File: config.mk
export PLATFORM = sky130hd
export DESIGN_NAME = mem_port_arbiter
export DESIGN_NICKNAME = d
export VERILOG_FILES = /design/src/rtl/mem_arb_pkg.sv /design/src/rtl/mem_arb_select.sv /design/src/rtl/mem_port_arbiter.sv
export SDC_FILE = /design/constraint.sdc
export NUM_CORES = 1
export LEC_CHECK = 0
export CORE_ASPECT_RATIO = 1.25
export CORE_MARGIN = 2
export CORE_UTILIZATION = 35
export DETAILED_ROUTE_END_ITERATION = 12
export DONT_BUFFER_PORTS = 1
export HOLD_SLACK_MARGIN = 0.06
export PLACE_DENSITY = 0.49
export SYNTH_ARGS = -nofsm -noshare
export SYNTH_HDL_FRONTEND = slang
export SYNTH_SLANG_ARGS = --single-unit
File: constraint.sdc
create_clock -name clk -period 3 [get_ports clk]
set_input_delay 0.6 -clock clk [delete_from_list [all_inputs] [get_ports clk]]
set_output_delay 0.6 -clock clk [all_outputs]
set_load 0.02 [all_outputs]
File: src/rtl/mem_arb_pkg.sv
// Shared types for the unified memory port arbiter.
// States, port IDs and the address legality check.
package mem_arb_pkg;

  typedef enum logic [1:0] {
    IDLE   = 2'd0,
    ACCESS = 2'd1,
    RESP   = 2'd2
  } arb_state_e;

  localparam logic PORT_I = 1'b0;
  localparam logic PORT_D = 1'b1;

  // Zero-extended address; anything above the word array is rejected.
  function automatic logic access_err(
    input logic [63:0] addr,
    input int unsigned ram_bits
  );
    logic [63:0] hi;
    hi = addr >> (ram_bits + 2);
    return (addr[1:0] != 2'b00) || (hi != 64'd0);
  endfunction

endpackage

File: src/rtl/mem_arb_select.sv
// Winner choice between fetch and load/store requesters.
// MEM_ARB_ROUND_ROBIN_EN: alternate on conflict, else D wins.
module mem_arb_select
  import mem_arb_pkg::*;
(
  input  logic i_req,
  input  logic d_req,
`ifdef MEM_ARB_ROUND_ROBIN_EN
  input  logic last_grant,
`endif
  output logic gnt_valid,
  output logic gnt_port
);

  always_comb begin
    gnt_valid = i_req | d_req;
    gnt_port  = d_req ? PORT_D : PORT_I;
`ifdef MEM_ARB_ROUND_ROBIN_EN
    if (i_req && d_req) gnt_port = ~last_grant;
`endif
  end

endmodule

File: src/rtl/mem_port_arbiter.sv
// Unified I/D memory port arbiter, IDLE->ACCESS->RESP per access.
// MEM_ARB_ROUND_ROBIN_EN selects round-robin conflict policy.
module mem_port_arbiter
  import mem_arb_pkg::*;
#(
  parameter int unsigned DATA_W       = 32,
  parameter int unsigned ADDR_W       = 32,
  parameter int unsigned RAM_SIZE_BIT = 8
) (
  input  logic              clk,
  input  logic              reset,
  input  logic              i_req,
  input  logic [ADDR_W-1:0] i_addr,
  output logic              i_ack,
  output logic [DATA_W-1:0] i_rdata,
  output logic              i_err,
  input  logic              d_req,
  input  logic              d_we,
  input  logic [ADDR_W-1:0] d_addr,
  input  logic [DATA_W-1:0] d_wdata,
  output logic              d_ack,
  output logic [DATA_W-1:0] d_rdata,
  output logic              d_err,
  output logic [ADDR_W-1:0] mem_addr,
  output logic [DATA_W-1:0] mem_wdata,
  output logic              mem_read,
  output logic              mem_write,
  input  logic [DATA_W-1:0] mem_rdata,
  output logic              busy
);

  arb_state_e        state_q, state_d;
  logic              port_q, port_d;
  logic              we_q, we_d;
  logic              err_q, err_d;
  logic [ADDR_W-1:0] addr_q, addr_d;
  logic [DATA_W-1:0] wdata_q, wdata_d;
  logic [DATA_W-1:0] rdata_q, rdata_d;
  logic              gnt_valid, gnt_port;

`ifdef MEM_ARB_ROUND_ROBIN_EN
  logic last_grant_q, last_grant_d;
`endif

  mem_arb_select u_sel (
    .i_req      (i_req),
    .d_req      (d_req),
`ifdef MEM_ARB_ROUND_ROBIN_EN
    .last_grant (last_grant_q),
`endif
    .gnt_valid  (gnt_valid),
    .gnt_port   (gnt_port)
  );

  always_ff @(posedge clk or posedge reset) begin
    if (reset) begin
      state_q <= IDLE;
      port_q  <= PORT_I;
      we_q    <= 1'b0;
      err_q   <= 1'b0;
      addr_q  <= '0;
      wdata_q <= '0;
      rdata_q <= '0;
`ifdef MEM_ARB_ROUND_ROBIN_EN
      last_grant_q <= PORT_D;
`endif
    end else begin
      state_q <= state_d;
      port_q  <= port_d;
      we_q    <= we_d;
      err_q   <= err_d;
      addr_q  <= addr_d;
      wdata_q <= wdata_d;
      rdata_q <= rdata_d;
`ifdef MEM_ARB_ROUND_ROBIN_EN
      last_grant_q <= last_grant_d;
`endif
    end
  end

  always_comb begin
    state_d   = state_q;
    port_d    = port_q;
    we_d      = we_q;
    err_d     = err_q;
    addr_d    = addr_q;
    wdata_d   = wdata_q;
    rdata_d   = rdata_q;
`ifdef MEM_ARB_ROUND_ROBIN_EN
    last_grant_d = last_grant_q;
`endif
    mem_addr  = '0;
    mem_wdata = '0;
    mem_read  = 1'b0;
    mem_write = 1'b0;
    i_ack     = 1'b0;
    i_rdata   = '0;
    i_err     = 1'b0;
    d_ack     = 1'b0;
    d_rdata   = '0;
    d_err     = 1'b0;
    unique case (state_q)
      IDLE: begin
        if (gnt_valid) begin
          state_d = ACCESS;
          port_d  = gnt_port;
          if (gnt_port == PORT_D) begin
            addr_d  = d_addr;
            we_d    = d_we;
            wdata_d = d_wdata;
          end else begin
            addr_d  = i_addr;
            we_d    = 1'b0;
            wdata_d = '0;
          end
          err_d = access_err(64'(addr_d), RAM_SIZE_BIT);
`ifdef MEM_ARB_ROUND_ROBIN_EN
          last_grant_d = gnt_port;
`endif
        end
      end
      ACCESS: begin
        state_d = RESP;
        rdata_d = '0;
        if (!err_q) begin
          mem_addr  = addr_q;
          mem_wdata = wdata_q;
          mem_read  = ~we_q;
          mem_write = we_q;
          if (!we_q) rdata_d = mem_rdata;
        end
      end
      RESP: begin
        state_d = IDLE;
        if (port_q == PORT_D) begin
          d_ack   = 1'b1;
          d_rdata = rdata_q;
          d_err   = err_q;
        end else begin
          i_ack   = 1'b1;
          i_rdata = rdata_q;
          i_err   = err_q;
        end
      end
      default: state_d = IDLE;
    endcase
  end

  assign busy = (state_q != IDLE);

endmodule
==> results of run 1 <==
==> metal layers <==
layer | part of all wire [%] | vias to the layer above
li1 | - | 1574
met1 | 40 | 1623
met2 | 49 | 171
met3 | 9.3 | 15
met4 | 1.7 | 0
met5 | 0 | -
==> layout by cell type (no fill, tap or decap) <==
cell,Yosys,final
a41oi_1,1,1
nand2b_1,1,1
nor3b_2,0,1
nor4_1,9,9
or4b_2,1,1
nand2_1,33,33
buf_4,0,6
clkbuf_16,0,9
bufinv_16,0,1
a22o_1,65,65
clkbuf_8,0,1
and3b_1,1,1
nand4_1,2,2
nor3_4,1,1
o21ai_0,33,33
dfrtp_1,101,101
inv_6,0,3
clkbuf_1,16,1
buf_12,0,3
o22ai_1,1,1
or4_1,2,2
nor2_4,0,1
nor2_1,3,2
mux2i_1,33,33
o21ai_4,0,1
inv_1,4,3
and2_1,132,132
a21o_1,1,1
clkinvlp_4,0,2
==> report_power, final <==
part	leakage [nW]	internal, mW	switching, mW
Clock	0.147	0.680	0.531
Combinational	1.04	0.400	0.648
Sequential	1.31	1.82	0.239
==> per-stage QoR <==
stage,utilization (%),hold slack (ns),cell area (sq um)
floorplan,-,0.442,4910
global placement,36.9,0.457,5080
detailed placement,36.9,0.462,5080
CTS,39.2,0.297,5390
global route,39.2,0.316,5390
finish,39.2,0.272,5390
==> cell type report <==
| type | count | area [sq um] | share of cell area, % |
|---|---|---|---|
| flip-flops and latches | 101 | 2530 | 46.9 |
| clock buffers | 11 | 243 | 4.51 |
| inverters | 4 | 18.8 | 0.348 |
| repair buffers | 9 | 105 | 1.95 |
| clock inverters | 5 | 63.8 | 1.18 |
| multi-input cells | 321 | 2210 | 41.0 |
| well taps | 175 | 219 | 4.07 |
==> worst paths after layout <==
kind	start	endpoint	slack, ns	cells after the start
max reg2reg	state_q[1]	rdata_q[19]	1.16	5
min in group clk	d_wdata[6]	wdata_q[6]	0.38	1
max in group asynchronous	reset	wdata_q[27]	2.30	2
max	state_q[0]	d_err	0.48	2
min	reset	addr_q[3]	0.27	2
min reg2reg	addr_q[14]	addr_q[14]	0.47	2
==> registers in the layout (all words and copies together), names as in the netlist <==
signal   cells
addr_q      32
err_q        1
port_q       1
rdata_q     32
state_q      2
wdata_q     32
we_q         1
==> kinds of logic (layout without fill, tap and decap cells) <==
kind of cell / count (synthesis) / after routing / synth area share [%]
buffers and inverters: 42 / 29 / 3.88
AND/OR/NAND/NOR: 186 / 186 / 22.3
flip-flops: 101 / 101 / 51.5
multiplexers: 33 / 33 / 6.73
AO/OA/AOI/OAI: 102 / 102 / 15.6
==> Yosys cell counts <==
master,instances
and2_1,132
dfrtp_1,101
a22o_1,65
mux2i_1,33
nand2_1,33
o21ai_0,33
clkbuf_1,16
buf_2,14
nor4_1,9
clkbuf_2,6
inv_1,4
nor2_1,3
nand4_1,2
or4_1,2
a21o_1,1
a41oi_1,1
and3b_1,1
buf_1,1
buf_6,1
nand2b_1,1
nor3_4,1
nor3b_1,1
o21ai_2,1
o22ai_1,1
or4b_2,1
==> results.md, run 1 <==
- DRC: 0
- Remaining Overflow, GRT: 0
- M3 GR Usage: under 10%
- Final Non-Filler Cells: 626
- Worst Hold Class: primary input to async pin
- RSZ-0062 raised after global routing: false
- Total power: 4.31 mW
- Setup Skew: 0.00778 ns
- Crit-path max cell delay: 0.80 ns
- Synth Instances: 464
- Yosys top cell area share: between 50% and 60%
- Rows: 48
- Clock root cell: clkbuf_16
- Syn Area/Cell: 10.6 sq um
- Effective utilization at floorplan: 35.7%
- # setup viols final: 0
- Via density: roughly 5.4
- Vias in the first global route: 3259
- Final hold vios: 0
- Post-DP HPWL: between 8 and 9 mm
- Tot GR Track Use: 16.2%
- CTS tree: built
- F_max: 396 MHz
- Max_cap viols: 0
- Clock transition at path regs: 0.07 ns
- # hold bufs at CTS: 0
- Final setup margin: 0.477 ns
- TritonCTS Buffers: 9
- Sequential cell area fraction in the yosys report: 51.5%
- Yosys warning total: 0
- Peak fanout along the critical path: 34
- 1st-iter DRT viols: 258
- Syn Std Cell Area: between 4000 and 5000 sq um
- WP data arrival: around 1.9 ns
- H-tree depth: 3
- Synthesized net count: 597
- Layout cells sized above 1: 6.65%
- Status: finished, final reports clean
- Required time worst endpoint: 2.40 ns
- Synth top area cells: dfrtp_1, and2_1, a22o_1
- Setup TNS: 0 ns
- Gr busiest metal: met2
- CP startpoint kind: register
- Max-slew violations: 0
- 1st-pass router iterations: 4
- Final worst-path cycle share: a little over four fifths
- Via count: 3383
- Global routing met2 resource utilization: between 20% and 30%
- Slowest cell on crit path: and3b_1
- Die Y: 136 microns
- Static leakage: between 2 and 2.5 nW
- Drt wl/cell: 20.1 microns
- Core ar.: around 14000 sq um
- Clk Latency, worst-skew pair: around 0.35 ns
- Crit-path cells: and3b_1 -> and2_1
- CP top delay family: simple AND/OR/NAND/NOR gates
- Met1 Track Usage GR: between 20 and 25%
- Setup Slack @ Placement: approximately 0.81 ns
- N_diodes: 0
- Number of setup buffers added after CTS: 0
- Yosys top cell by area: dfrtp_1
- Flops & latches, synth: 101
- Largest net degree at the start of global routing: roughly 100
- Critical setup path kind: register to output pin
- Inst Count DP: between 600 and 700
- Clock Sinks: 101
- Min Tclk post-route: 2.52 ns
- Worst setup EP type: output pin
- Slew Limit Headroom: 41.5%
- Port bufs: 0
- Post_cts resized: 0
- First-pass GRT wire length: between 15 and 20 mm
- Top Ports: 268
- Die area: 15000 sq um
- Antenna violations before repair: 0
- Netlist cell types: 25
- Final Wtd Congestion: 0.796
- Total Wirelength: 12.6 mm
- Area grow syn2layout: 9.77%
- Peak supply drop: roughly 0.00033 V
- Clk buf depth: 2
- Worst Tran Pin Value: 0.878 ns
- Final #Nets: 579
- # fillers: between 1000 and 1500
- Final ANT Viol Nets: 0
- Power Density: around 800 nW/um^2
- CP bufs+invs: 0
- Chip Width: 110 microns
Power figures use the tool's default switching activity.
==> run 2: changes to the inputs <==
==> constraint.sdc (replaced) <==
create_clock -name clk -period 2.3 [get_ports clk]
set_input_delay 0.46 -clock clk [delete_from_list [all_inputs] [get_ports clk]]
set_output_delay 0.46 -clock clk [all_outputs]
set_load 0.02 [all_outputs]
==> run 2 against run 1 <==
  * Clock power rose by 31%
  * Largest power group unchanged
  * Critical endpoint is now mem_write
  * Sequential share of layout area fell by 0.45 points
  * Worst setup slack got worse by 0.33 ns
  * Count of clock-buffer cells in the layout fell by 1
  * Design area rose by 0.98%
  * Highest routed layer unchanged
  * Non-clock buffer count rose by 5
  * Power rose by 32%
  * First-iteration DRC count fell by 67%
  * Sequential power rose by 32%
  * Critical path type unchanged
  * Via count rose by 2.9%
  * Die area did not move
  * Cell count rose by 0.80%
==> results.md, run 2 (synthesis gave the netlist of run 1 again) <==
- Vias in the first global route: 3399 (+4.3%)
- Clk buf depth: 2 (unchanged)
- Setup TNS: 0 ns (unchanged)
- RSZ-0062 raised after global routing: false
- Final #Nets: 584 (+0.86%)
- Clock Sinks: 101 (unchanged)
- Number of setup buffers added after CTS: 0 (unchanged)
- Final setup margin: 0.151 ns (-0.326 ns)
- Port bufs: 0 (unchanged)
- CP startpoint kind: register
- R2R depth: 4 (-1)
- Post-DP HPWL: 9.18 mm (+3.1%)
- Total Wirelength: 12.6 mm (about the same)
- Drt wl/cell: 20.0 microns (-0.70%)
- Via count: 3481 (+2.9%)
- Critical setup path kind: register to output pin
- Chip Width: 110 microns (unchanged)
- Setup Slack @ Placement: 0.413 ns (-0.392 ns)
- Clk Latency, worst-skew pair: 0.35 ns (about the same)
- Clock root cell: clkbuf_16
- TritonCTS Buffers: 9 (unchanged)
- Largest net degree at the start of global routing: 61 (-40%)
- Peak supply drop: 0.000474 V (+46%)
- Final Instance Area: 5440 sq um (+0.98%)
- Top Ports: 268 (unchanged)
- Slowest cell on crit path: dfrtp_1
- Effective utilization at floorplan: 35.7% (unchanged)
- Die Y: 136 microns (unchanged)
- Required time worst endpoint: 1.84 ns (-0.56 ns)
- Final worst-path cycle share: 93.4%
- Worst setup EP type: output pin
- Max-slew violations: 0 (unchanged)
- Final Wtd Congestion: 0.790 (-0.73%)
- Crit-path cells: nand2b_1 -> nor2_4 -> buf_6 -> and2_1
- N_diodes: 0 (unchanged)
- Commonest cells after routing, fill and taps aside: and2_1, dfrtp_1, a22o_1
- H-tree depth: 3 (unchanged)
- Via density: 5.52 (+2.1%)
- Area grow syn2layout: 10.8%
- F_max: 465 MHz
- 1st-pass router iterations: 4 (unchanged)
- Slew Limit Headroom: 54.0% (+12 points)
- Worst Tran Pin Value: 0.688 ns (-0.190 ns)
- Hold Path Depth: 1
- # fillers: 1320 (-2.7%)
- Remaining Overflow, GRT: 0 (unchanged)
- Core ar.: 13800 sq um (unchanged)
- Setup Skew: 0.00783 ns (+0.0000462 ns)
- Status: finished, final reports clean
- Worst path depth: 4 (+2)
- Tot GR Track Use: 16.2% (about the same)
- Power Density: 1050 nW/um^2 (+31%)
- Static leakage: 2.53 nW (+1.4%)
- CP top delay family: simple AND/OR/NAND/NOR gates
- CP bufs+invs: 1 (+1)
- DRC: 0 (unchanged)
- Rows: 48 (unchanged)
- Layout cells sized above 1: 7.68% (+1.0 points)
- Final hold vios: 0 (unchanged)
- Clock transition at path regs: 0.07 ns (about the same)
- Die area: 15000 sq um (unchanged)
- Crit-path max cell delay: 0.39 ns (-0.41 ns)
- # setup viols final: 0 (unchanged)
- Most common cell after layout, fill and taps aside: and2_1
- Multi-input gate area: 2210 sq um (unchanged)
- Final ANT Viol Nets: 0 (unchanged)
- Top Registers: addr_q x32, rdata_q x32, wdata_q x32
- First-pass GRT wire length: 18.1 mm (-0.38%)
- 1st-iter DRT viols: 84 (-67%)
- Min Tclk post-route: 2.15 ns
- Peak fanout along the critical path: 45 (+32%)
- Max_cap viols: 0 (unchanged)
- Worst Hold Class: primary input to register
- DP Area: 5110 sq um (+0.59%)
- CTS tree: built
- WP data arrival: 1.69 ns (-0.23 ns)
- Register area: 2530 sq um (unchanged)
- Antenna violations before repair: 0 (unchanged)
## run 2: changes by cell type in the layout (fill, tap and decap cells not counted), sizes merged
cell | before | now
buf | 9 | 13
clkbuf | 11 | 10
clkinv | 0 | 1
clkinvlp | 2 | 1
dlygate4sd3 | 0 | 1
inv | 6 | 7
## run 2: report_power, final
group	internal [mW]	switching, mW	leakage, nW	total [mW]
clock network	0.895	0.698	0.156	1.59
registers	2.37	0.341	1.31	2.71
logic	0.550	0.854	1.07	1.40
## run 2: path summary, 6_finish.rpt
| kind | startpoint | to | slack (ns) |
|---|---|---|---|
| max | state_q[1] | mem_write | 0.15 |
| min | d_wdata[6] | wdata_q[6] | 0.24 |
| max reg2reg | state_q[0] | wdata_q[17] | 0.57 |
| min reg2reg | addr_q[15] | addr_q[15] | 0.47 |
| max in group asynchronous | reset | addr_q[12] | 1.16 |
| min in group asynchronous | reset | addr_q[3] | 0.55 |
## run 2: what timing repair did
item	4_1_cts	5_1_grt
resized for setup	0	1
hold buffers	1	0
hold endpoints to repair	8	0
endpoints found under the setup margin	0	45
## run 2: routing by layer
metal / vias to the layer above / GRT usage, % / wire (microns)
met5: - / 0 / 0
met4: 0 / 7.95 / 409
met3: 30 / 4.51 / 1110
met2: 187 / 27.5 / 6280
met1: 1682 / 18.4 / 4810
li1: 1582 / - / -
## run 2: through the flow
stage	utilization, %	hold WS (ns)	power [mW]	std cells
after floorplan	-	0.442	3.73	464
after global placement	37.2	0.293	4.14	614
after detailed placement	37.2	0.298	4.18	614
after CTS	39.5	0.226	5.81	631
after global routing	39.5	0.227	6.14	631
final	39.5	0.240	5.71	631
## run 2: area by class of cell
class | instances | share of cell area (%)
clock buffers | 10 | 4.39
clock inverters | 6 | 1.40
inverters | 4 | 0.345
multi-input cells | 321 | 40.6
flip-flops and latches | 101 | 46.5
well taps | 175 | 4.03
repair buffers | 14 | 2.74
## run 2: worst reg2reg max path, delay by kind of cell (launching register included)
kind,cells,cell delay [ns]
flip-flops,1,0.41
AND/OR/NAND/NOR,1,0.38
buffers and inverters,1,0.26
AO/OA/AOI/OAI,2,0.56
==> run 3: changes to the inputs <==
--- a/config.mk
+++ b/config.mk
@@ -5,13 +5,13 @@
 export SDC_FILE = /design/constraint.sdc
 export NUM_CORES = 1
 export LEC_CHECK = 0
-export CORE_ASPECT_RATIO = 1.25
-export CORE_MARGIN = 2
-export CORE_UTILIZATION = 35
+export CORE_AREA = 2 2 103 105
+export CTS_BUF_LIST = sky130_fd_sc_hd__clkbuf_2
 export DETAILED_ROUTE_END_ITERATION = 12
+export DIE_AREA = 0 0 105 107
 export DONT_BUFFER_PORTS = 1
 export HOLD_SLACK_MARGIN = 0.06
-export PLACE_DENSITY = 0.49
+export PLACE_DENSITY = 0.64
 export SYNTH_ARGS = -nofsm -noshare
 export SYNTH_HDL_FRONTEND = slang
 export SYNTH_SLANG_ARGS = --single-unit
==> run 3 against run 2 <==
  * Cell count rose by 7.3%
  * Global-route usage rose by 6.5 points
  * First-iteration DRC count rose to 3.5 times the previous value
  * Design area rose by 15%
  * Critical path depth unchanged
  * Worst setup slack worse by 0.061 ns
  * Clock power is 56% lower
  * Die area shrank 25%
  * Sequential power hardly changed
  * Critical endpoint is now mem_addr[18]
  * Worst hold slack got worse by 0.12 ns
==> results.md, run 3 (synthesis gave the netlist of run 1 again) <==
- TritonCTS Buffers: 9 (unchanged)
- Final ANT Viol Nets: 0 (unchanged)
- Worst Hold Class: primary input to register
- Worst hold slack: 0.123 ns (-0.118 ns)
- CP startpoint kind: register
- Hold Path Depth: 2 (+1)
- Die area: 11200 sq um (-25%)
- Clk buf depth: 2 (unchanged)
- Effective utilization at floorplan: 48.6% (+13 points)
- Required time worst endpoint: 1.84 ns (about the same)
- Min Tclk post-route: 2.21 ns (+0.0610 ns)
- Commonest cells after routing, fill and taps aside: dfrtp_1, and2_2, dlygate4sd3_1
- N_diodes: 0 (unchanged)
- First-pass GRT wire length: 20.0 mm (+11%)
- Clock transition at path regs: 0.25 ns (+0.18 ns)
- Remaining Overflow, GRT: 0 (unchanged)
- Total Wirelength: 13.4 mm (+5.9%)
- Hold_sp: i_addr[5]
- R2R Path End: addr_q[8]
- Clock Sinks: 101 (unchanged)
- Layout cells sized above 1: 30.7% (+23 points)
- Top Registers: addr_q x32, rdata_q x32, wdata_q x32
- 1st-pass router iterations: 4 (unchanged)
- # fillers: 784 (-41%)
- Fin util: 62.1% (+23 points)
- Final Non-Filler Cells: 677 (+7.3%)
- CTS tree: built
- Via density: 5.62 (+1.9%)
- Peak supply drop: 0.000741 V (+56%)
- Worst Tran Pin Value: 0.721 ns (+0.0336 ns)
- Vias in the first global route: 3866 (+14%)
- Worst setup EP type: output pin
- WP data arrival: 1.75 ns (+0.06 ns)
- Clock root cell: clkbuf_2
- Final hold vios: 0 (unchanged)
- Max_cap viols: 0 (unchanged)
- 1st-iter DRT viols: 293 (+250%)
- Via count: 3806 (+9.3%)
- Status: finished, final reports clean
- Final Instance Area: 6270 sq um (+15%)
- DRC: 0 (unchanged)
- Reg2reg start: state_q[1]
- Static leakage: 2.91 nW (+15%)
- Port bufs: 0 (unchanged)
- DP Area: 5030 sq um (-1.5%)
- Clk Latency, worst-skew pair: 0.53 ns (+0.18 ns)
- H-tree depth: 3 (unchanged)
- Die Y: 107 microns (-22%)
- RSZ-0062 raised after global routing: true
- Rows: 37 (-23%)
- Most common cell after layout, fill and taps aside: dfrtp_1
- Critical setup path kind: register to output pin
- Setup TNS: 0 ns (unchanged)
- Power Density: 803 nW/um^2 (-23%)
- F_max: 453 MHz (-2.8%)
- Final setup margin: 0.0904 ns (-0.0610 ns)
- # setup viols final: 0 (unchanged)
- Worst R2R Setup Slack: 0.49 ns (-0.08 ns)
- Inst Count DP: 573 (-6.7%)
- Largest net degree at the start of global routing: 102 (+67%)
- Final Wtd Congestion: 0.829 (+4.9%)
- Tot GR Track Use: 22.6% (+6.5 points)
- Peak fanout along the critical path: 46 (+2.2%)
- Final worst-path cycle share: 96.1% (+2.7 points)
- Final #Nets: 669 (+15%)
- Post-DP HPWL: 8.35 mm (-9.0%)
- WHS Endpoint: addr_q[5]
- Area grow syn2layout: 27.7%
- Total power: 5.03 mW (-12%)
- Setup Skew: 0.0254 ns (+0.0176 ns)
- Max-slew violations: 0 (unchanged)
- Slew Limit Headroom: 51.7% (-2.2 points)
- Core ar.: 10100 sq um (-27%)
- Top Ports: 268 (unchanged)
- Chip Width: 105 microns (-4.5%)
- Drt wl/cell: 19.7 microns (-1.3%)
- Antenna violations before repair: 0 (unchanged)
- R2R depth: 5 (+1)
- Setup Slack @ Placement: 0.438 ns (+0.0249 ns)
[run 3: changes by cell type in the layout (fill, tap and decap cells not counted), moves of 8 or more]
cell / delta
and2_1: -131
dlygate4sd3_1: +85
and2_2: +97
and2_4: +34
clkbuf_2: +9
clkbuf_16: -8
[run 3: metal layers]
layer / track usage, % / up-vias / wire, microns / part of all wire (%)
met3: 5.05 / 25 / 838 / 6.3
met2: 39.1 / 179 / 6900 / 52
met4: 8.29 / 0 / 256 / 1.9
met5: 0 / - / 0 / 0
li1: - / 1744 / - / -
met1: 27.9 / 1858 / 5360 / 40
[run 3: worst max-delay path: stages (launching register included)]
cell and delay [ns]:
dfrtp_1 0.46, nand2b_4 0.18, nor2_4 0.13, buf_12 0.20, and2_2 0.24
[run 3: worst max path at each step]
stage	from	end
after floorplan	state_q[1]	mem_addr[0]
after global placement	state_q[1]	mem_addr[10]
after detailed placement	state_q[1]	mem_addr[7]
after CTS	state_q[1]	mem_addr[24]
after global routing	state_q[1]	mem_addr[29]
final	state_q[1]	mem_addr[18]
[run 3: area by class of cell]
cell class	instances	area, sq um	area share, %
clock buffer	9	45.0	0.719
clock inverter	7	42.5	0.679
inverter	4	18.8	0.299
multi-input combinational	321	2420	38.7
sequential	101	2530	40.3
tap	136	170	2.72
timing repair buffer	99	1040	16.6
[run 3: repair_timing]
action,in CTS,in global routing
pin swaps,0,8
endpoints found under the hold margin,173,4
setup buffers,0,1
resized for setup,74,104
cloned,0,1
hold buffers,79,7
endpoints found under the setup margin,131,131
[run 3: where the power goes]
part / switching (mW) / leakage (nW) / internal, mW / total [mW]
sequential: 0.361 / 1.31 / 2.36 / 2.73
combinational: 0.903 / 1.56 / 0.703 / 1.61
clock: 0.571 / 0.0466 / 0.132 / 0.703
total: 1.84 / 2.91 / 3.20 / 5.03
